$ cat src/rtl/unlock_check.sv
// unlock_check: holds only the encoded secret and sweeps candidates 0,1,2,...
// through the same encoder until an encoding matches, then flags the lock open.
`default_nettype none

module unlock_check #(
  parameter int                CODE_W = 8,
  parameter logic [CODE_W-1:0] SECRET = 8'hA5,
  parameter logic [CODE_W-1:0] KEY    = 8'h3C,
  parameter int                ROT    = 3
) (
  input  logic CLK,
  input  logic RST,
  input  logic INIT,
  output logic check
);

  typedef enum logic [1:0] {
    IDLE     = 2'd0,
    SCAN     = 2'd1,
    UNLOCKED = 2'd2,
    FAIL     = 2'd3
  } state_t;

  localparam logic [CODE_W-1:0] C_ONE = CODE_W'(1);

  // Rotate via a doubled word so ROT == 0 needs no special case.
  function automatic logic [CODE_W-1:0] enc(input logic [CODE_W-1:0] x);
    logic [2*CODE_W-1:0] dbl;
    dbl = {x ^ KEY, x ^ KEY} << ROT;
    return dbl[2*CODE_W-1:CODE_W];
  endfunction

  state_t              state_q, state_d;
  logic [CODE_W-1:0]   cand_q, cand_d;
  logic [CODE_W-1:0]   stored_enc_q;
  logic                check_q, check_d;

  always_comb begin
    state_d = state_q;
    cand_d  = cand_q;
    if (INIT) begin
      state_d = SCAN;
      cand_d  = '0;
    end else begin
      case (state_q)
        SCAN: begin
          if (enc(cand_q) == stored_enc_q) begin
            state_d = UNLOCKED;
          end else if (&cand_q) begin
            state_d = FAIL;
          end else begin
            cand_d = cand_q + C_ONE;
          end
        end
        default: ;
      endcase
    end
    check_d = (state_d == UNLOCKED);
  end

  always_ff @(posedge CLK) begin
    if (RST) begin
      state_q      <= IDLE;
      cand_q       <= '0;
      check_q      <= 1'b0;
      stored_enc_q <= enc(SECRET);
    end else begin
      state_q      <= state_d;
      cand_q       <= cand_d;
      check_q      <= check_d;
      stored_enc_q <= stored_enc_q;
    end
  end

  assign check = check_q;

endmodule

`default_nettype wire

$ cat config.mk
export PLATFORM = sky130hd
export DESIGN_NAME = unlock_check
export DESIGN_NICKNAME = d
export VERILOG_FILES = /design/src/rtl/unlock_check.sv
export SDC_FILE = /design/constraint.sdc
export NUM_CORES = 1
export LEC_CHECK = 0
export BUFFER_PORTS_ARGS = -buffer_cell sky130_fd_sc_hd__buf_2
export CORE_AREA = 2 2 39 41
export CTS_BUF_LIST = sky130_fd_sc_hd__clkbuf_8 sky130_fd_sc_hd__clkbuf_16
export CTS_CLUSTER_DIAMETER = 60
export DETAILED_ROUTE_END_ITERATION = 7
export DIE_AREA = 0 0 41 43
export PLACE_DENSITY_LB_ADDON = 0.2
export REMOVE_ABC_BUFFERS = 1
export SETUP_SLACK_MARGIN = 0.5
export SLEW_MARGIN = 20
export SYNTH_ARGS = -nofsm -noshare
export SYNTH_HDL_FRONTEND = slang
export SYNTH_SLANG_ARGS = --single-unit
$ cat constraint.sdc
create_clock -name CLK -period 1.4 [get_ports CLK]
set_input_delay 0.14 -clock CLK [delete_from_list [all_inputs] [get_ports CLK]]
set_output_delay 0.14 -clock CLK [all_outputs]
set_load 0.01 [all_outputs]
==> results of run 1 <==
## sequential cells by signal, summed over array words and instances (netlist names)
signal / flops
cand_q: 8
state_q: 2
check: 1
## power breakdown
part	switching (uW)	leakage [uW]	total, uW	internal, uW
combinational	20.9	0.000174	38.1	17.2
sequential	1.86	0.0000926	319	317
clock	127	0.0000255	323	196
total	150	0.000292	680	530
## cells in the mapped netlist
| cell type | count |
|---|---|
| dfxtp_1 | 11 |
| a21oi_1 | 7 |
| nor2_1 | 5 |
| inv_1 | 3 |
| nand3_1 | 3 |
| o21ai_1 | 3 |
| or3_1 | 3 |
| xor2_1 | 3 |
| and3_1 | 2 |
| nand2_1 | 2 |
| nand4_1 | 2 |
| o21ai_0 | 2 |
| and2b_1 | 1 |
| and4b_1 | 1 |
| buf_1 | 1 |
| ha_1 | 1 |
| mux2i_1 | 1 |
| nand2b_1 | 1 |
| nand4b_2 | 1 |
| nor2_4 | 1 |
| nor3_2 | 1 |
| o211ai_2 | 1 |
| o31ai_1 | 1 |
| or2_2 | 1 |
| or3b_1 | 1 |
| or4_1 | 1 |
| or4b_4 | 1 |
## final cells by class
class                           instances  area [sq um]
Fill cell                             120           609
Sequential cell                        11           229
Tap cell                               16          20.0
Multi-Input combinational cell         46           385
Clock buffer                            3          41.3
Clock inverter                          1          5.00
Inverter                                3          11.3
Timing Repair Buffer                   12          82.6
## kinds of logic (layout without fill, tap and decap cells)
group | after synthesis | in the layout | share of synthesized area (%)
compound gates | 14 | 14 | 14.7
xor+xnor | 3 | 3 | 4.82
flops | 11 | 11 | 40.4
mux | 1 | 1 | 1.83
fa+ha+maj | 1 | 1 | 2.29
buf+inv | 4 | 19 | 2.75
simple gates | 27 | 27 | 33.3
## final timing paths
check | to | slack (ps) | cells past startpoint
hold reg to reg | cand_q[1] | 470 | 2
setup / recovery | state_q[0] | 30 | 4
setup reg to reg | state_q[0] | 30 | 4
hold / removal | state_q[0] | 60 | 2
## per-layer routing
layer	vias to the layer above	track usage (%)	part of all wire, %
li1	251	-	-
met1	248	22.9	44
met2	6	28.7	52
met3	3	6.28	2.3
met4	0	10.0	1.8
met5	-	0	0
## metrics by stage
stage	instances	TNS (ps)	util (%)	cell area, sq um
floorplan	60	0	-	542
global placement	87	-11.5	46.0	637
detailed placement	87	-71.7	46.0	637
CTS	91	0	51.6	714
global route	92	-109	56.0	774
finish	92	0	56.0	774
## timing repair
item / in CTS / in global routing
setup buffers: 0 / 1
resized for setup: 10 / 11
endpoints found under the setup margin: 11 / 11
gates cloned: 0 / 0
hold endpoints to repair: 0 / 0
pin swaps: 9 / 1
hold buffers: 0 / 0
==> impl_metrics.csv, run 1 <==
group,metric,value,unit
drt,dr.first_iter.drc_count,7,
layout,syn_to_final_growth,42.0,%
clock_network,tritoncts,"yes",
logic_synthesis,synth_area_leaders,"dfxtp_1 (40%), a21oi_1 (6.4%), xor2_1 (4.8%)",
timing,slew_headroom,85.4,%
worst_setup_path,rr_startpoint,"cand_q[6]",
outcome,status,"completed",
worst_setup_path,critPathArrivalTime,1510,ps
floorplanning,io_pins,4,
logic_synthesis,postSynthAreaPerCell,8.94,sq um
grt,antenna_found_initial,0,
placed_design,dp_slack,-57.7,ps
worst_setup_path,cp_slowest_cell,"or4b_4",
power,peakVddDrop,595,uV
layout,final_cell_mix,"buf_4 (9), dfxtp_2 (7), a21oi_1 (6), nor2_1 (5), dfxtp_1 (4)",
layout,drive_gt1_share,50.0,%
timing,fmax,729,MHz
floorplanning,fp.dieH,43,um
logic_synthesis,ys_seq_elements,11,
worst_setup_path,critPathMaxFanout,3,
timing,fin_crit,1370,ps
timing,worst_slew_pin_slew,219,ps
floorplanning,core_area,1380,sq um
drt,ant_nets,0,
floorplanning,dieArea,1760,sq um
clock_network,insertion_delay,240,ps
drt,viasPerCell,5.52,
power,fin_total_pwr,680,uW
worst_setup_path,worstSetupStartpoint,"cand_q[6]",
grt,grt_overflow,0,
logic_synthesis,ys_types,27,
placed_design,portBuffers,3,
timing,rsz0062_at_grt,"yes",
timing,layout_setup_ws,28.0,ps
worst_setup_path,end_kind,"flip-flop",
clock_network,clkTransAtPathRegs,50,ps
min_path,holdCritStartpoint,"RST",
floorplanning,die_w,41,um
worst_setup_path,startpoint_type,"flip-flop",
timing,hold_viol_final,0,
clock_network,clk_path_buf_depth,2,
grt,grt_max_degree,11,
floorplanning,row_count,14,
drt,wl,1.22,mm
logic_synthesis,synth_area,546,sq um
drt,first_pass_iters,4,
drt,wire_per_inst,13.3,um
worst_setup_path,path_cells,"or4b_4 -> nor3_4 -> nand2b_1 -> a21oi_1",
logic_synthesis,ys_seq_area_share,40.4,%
worst_setup_path,max_stage_delay,570,ps
timing,setup_viol,0,
layout,n_antenna_cell,0,
grt,grt_pass1_vias,552,
power,leakage,0.000292,uW
placed_design,routabilityCongestion,0.787,
timing,post-route-period-util,98.0,%
logic_synthesis,synthCells,61,
timing,hold_ws,57.4,ps
layout,final_common_cell,"buf_4",
job,drv_cap,0,
placed_design,hpwl,833,um
drt,vias,508,
logic_synthesis,synth_top_cell_by_area,"dfxtp_1",
worst_setup_path,required,1530,ps
clock_network,clock-root-buffer,"clkbuf_8",
timing,slew_viol_final,0,
clock_network,clock-sinks,11,
grt,grt_usage,19.1,%
layout,layout.nets,81,
logic_synthesis,yosysTopAreaCellShare,40.4,%
drt,drc,0,
worst_setup_path,cp_top_family,"simple AND/OR/NAND/NOR gates",
clock_network,htree_levels,1,
logic_synthesis,yosysWarnings,0,
floorplanning,start_util,39.4,%
worst_setup_path,path_buf_inv,0,
min_path,hold_path.class,"in2reg",
grt,grt_pass1_wl,2.21,mm
worst_setup_path,critical_path_class,"reg2reg",
power,power_density,878,nW/um^2
clock_network,numCtsBuffers,3,
timing,finClkSkew,4.02,ps
(Power assumes the default switching activity.)
==> run 2: changes to the inputs <==
ABC_AREA = 1   (was unset)
CORE_AREA = unset   (was 2 2 39 41)
CORE_MARGIN = 2   (was unset)
CORE_UTILIZATION = 30   (was unset)
DIE_AREA = unset   (was 0 0 41 43)
==> run 2 against run 1 <==
Routed wire length is 16% higher. Area after synthesis increased by 22%. Combinational power grew 14%. Die area grew 49%. First-iteration DRC count is 14% lower. Setup slack better by 180 ps. Sequential power about the same. Largest power group is now sequential cells. Power is 0.34% higher. Cell area increased by 5.7%. Clock-buffer cell count did not move.
==> impl_metrics.csv, run 2 <==
group,metric,value,unit
grt,grt_overflow,0,
worst_setup_path,end_kind,"flip-flop",
worst_setup_path,rr_worst_depth,8,
timing,post-route-period-util,84.8,%
layout,largest_reg_flops,8,
logic_synthesis,synthCells,96,
worst_setup_path,startpoint_type,"flip-flop",
power,p_seq_share,46.9,%
drt,vias,586,
worst_setup_path,path_buf_inv,1,
worst_setup_path,cp_top_family,"simple AND/OR/NAND/NOR gates",
timing,worst_slew_pin_slew,268,ps
min_path,holdCritStartpoint,"RST",
floorplanning,core_area,2150,sq um
layout,syn_to_final_growth,22.5,%
timing,fin_crit,1190,ps
drt,drc,0,
layout,fillCellCount,224,
logic_synthesis,synth_area_leaders,"dfxtp_1 (33%), nand2_1 (17%), inv_1 (10%)",
clock_network,clk_path_buf_depth,2,
timing,hold_viol_final,0,
placed_design,dp_slack,115,ps
logic_synthesis,synthTopCellsByCount,"nand2_1 (30), inv_1 (18), dfxtp_1 (11), a21oi_1 (8), nor2_2 (4)",
logic_synthesis,ys_seq_elements,11,
drt,dr.first_iter.drc_count,6,
worst_setup_path,rr_startpoint,"cand_q[0]",
logic_synthesis,yosysTopAreaCellShare,33.0,%
floorplanning,die_w,51.2,um
grt,grt_pass1_wl,2.46,mm
min_path,holdPathStages,2,
layout,seq_area,231,sq um
worst_setup_path,path_cells,"buf_6 -> nand2_2 -> nor2_4 -> nand2_4 -> nand2_4 -> nor2_4 -> nand2_1 -> a21oi_1",
timing,finClkSkew,6.40,ps
timing,setup_viol,0,
layout,drive_gt1_share,30.5,%
power,peakVddDrop,592,uV
drt,first_pass_iters,4,
power,leakage,0.000384,uW
outcome,status,"completed",
worst_setup_path,rrSetupSlack,210,ps
worst_setup_path,r2r_end,"cand_q[0]",
worst_setup_path,cp_slowest_cell,"dfxtp_2",
worst_setup_path,critical_path_class,"reg2reg",
floorplanning,dieArea,2620,sq um
logic_synthesis,synth_flop_cell,"dfxtp_1",
drt,wl,1.42,mm
power,clkPwrFrac,46.7,%
timing,fin_setup_tns,0,ps
logic_synthesis,ys_types,17,
logic_synthesis,postSynthAreaPerCell,6.96,sq um
grt,grt_pass1_vias,555,
clock_network,ctsHoldBuffers,0,
layout,final_common_cell,"nand2_1",
logic_synthesis,yosysWarnings,0,
logic_synthesis,synth_top_cell_by_area,"dfxtp_1",
power,netSwitchingFraction,23.1,%
timing,fmax,842,MHz
grt,grt_usage,13.0,%
logic_synthesis,synth_area,668,sq um
layout,layout.nets,110,
worst_setup_path,required,1570,ps
grt,antenna_found_initial,0,
timing,layout_setup_ws,212,ps
job,drv_cap,0,
clock_network,numCtsBuffers,3,
logic_synthesis,synth_edf_count,0,
power,power_density,834,nW/um^2
logic_synthesis,async_flop_share,0,%
min_path,hold_path.class,"in2reg",
placed_design,hpwl,1.00,mm
logic_synthesis,yosysMostFrequentCell,"nand2_1",
layout,top_register,"cand_q",
drt,viasPerCell,4.41,
clock_network,clkTransAtPathRegs,50,ps
floorplanning,fp.dieH,51.2,um
placed_design,routabilityCongestion,0.750,
power,p_int,524,uW
placed_design,dp_cells,128,
timing,slew_viol_final,0,
layout,multi_input_area,405,sq um
min_path,whs_endpoint,"state_q[0]",
clock_network,insertion_delay,240,ps
floorplanning,start_util,31.1,%
power,net-switching-power,158,uW
power,combPwrFrac,6.4,%
clock_network,clock-sinks,11,
worst_setup_path,critPathMaxFanout,7,
logic_synthesis,ys_seq_area_share,33.0,%
floorplanning,io_pins,4,
layout,final_cell_mix,"nand2_1 (29), inv_1 (18), a21oi_1 (8), dfxtp_2 (6), nor2_4 (5)",
timing,slew_headroom,82.1,%
clock_network,htree_levels,1,
worst_setup_path,max_stage_delay,340,ps
drt,ant_nets,0,
layout,stdcell_count,133,
worst_setup_path,critPathArrivalTime,1360,ps
clock_network,tritoncts,"yes",
layout,n_antenna_cell,0,
grt,grt_max_degree,9,
timing,rsz0062_at_grt,"yes",
placed_design,portBuffers,3,
floorplanning,row_count,17,
clock_network,clock-root-buffer,"clkbuf_8",
drt,wire_per_inst,10.7,um
[run 2: cell count changes in the layout (fill, tap and decap cells not counted), sizes merged, moves of 2 or more]
| cell | previous run | this run |
|---|---|---|
| nand2 | 2 | 35 |
| inv | 3 | 19 |
| buf | 12 | 5 |
| nor2 | 6 | 10 |
| or3 | 3 | 0 |
| and3 | 2 | 0 |
| o21ai | 5 | 3 |
[run 2: cell families after synthesis]
family / after synthesis / synth area share [%]
and+or+nand+nor: 52 / 42.3
buffers and inverters: 18 / 10.1
AOI/OAI and AO/OA: 11 / 8.80
DFF: 11 / 33.0
xor gates and xnor gates: 3 / 3.93
adders and majority gates: 1 / 1.87
[run 2: metrics by stage]
stage	utilization [%]	hold slack, ps	cell area (sq um)	power, uW
CTS	37.5	65.0	806	684
detailed placement	33.8	316	726	365
finish	38.1	68.6	818	682
floorplan	-	212	668	354
global route	38.1	77.5	818	714
global placement	33.8	316	726	364
[run 2: timing repair]
item                       CTS  global route
resized for setup           12             3
pin swaps                    6             3
setup buffers                1             0
setup endpoints to repair   11            11
[run 2: area by class of cell]
cell class	count	share of cell area, %
Multi-Input combinational cell	67	49.5
Inverter	18	8.26
Clock buffer	3	5.05
Sequential cell	11	28.3
Timing Repair Buffer	5	4.13
Tap cell	28	4.28
Clock inverter	1	0.459
[run 2: how the worst max path moves through the flow]
stage	startpoint	endpoint	slack [ps]	cells past startpoint
floorplan	cand_q[0]	check	170	9
global placement	cand_q[0]	cand_q[3]	120	8
detailed placement	cand_q[0]	cand_q[1]	110	8
CTS	cand_q[1]	cand_q[1]	170	8
finish	cand_q[0]	cand_q[0]	210	8
global route	cand_q[1]	cand_q[6]	130	8
[run 2: routing by layer]
metal / global-route usage [%] / vias to the layer above / share of wire, % / wire length, um
met5: 0 / - / 0 / 0
met3: 2.63 / 4 / 2.2 / 31
met1: 14.8 / 265 / 45 / 632
met2: 21.9 / 4 / 51 / 725
li1: - / 313 / - / -
met4: 8.11 / 0 / 2.0 / 28
[run 2: worst register-to-register path, stage by stage (launching register included)]
cell and delay (ps):
dfxtp_2 340, buf_6 120, nand2_2 80, nor2_4 40
nand2_4 100, nand2_4 70, nor2_4 170, nand2_1 80
a21oi_1 120
[run 2: power by group through the flow]
| stage | Sequential (uW) | Clock (uW) | Combinational, uW |
|---|---|---|---|
| after floorplan | 326 | 0 | 27.3 |
| after global placement | 327 | 0 | 37.2 |
| after detailed placement | 327 | 0 | 37.3 |
| after CTS | 322 | 322 | 40.9 |
| after global routing | 320 | 345 | 49.0 |
| final | 320 | 319 | 43.6 |
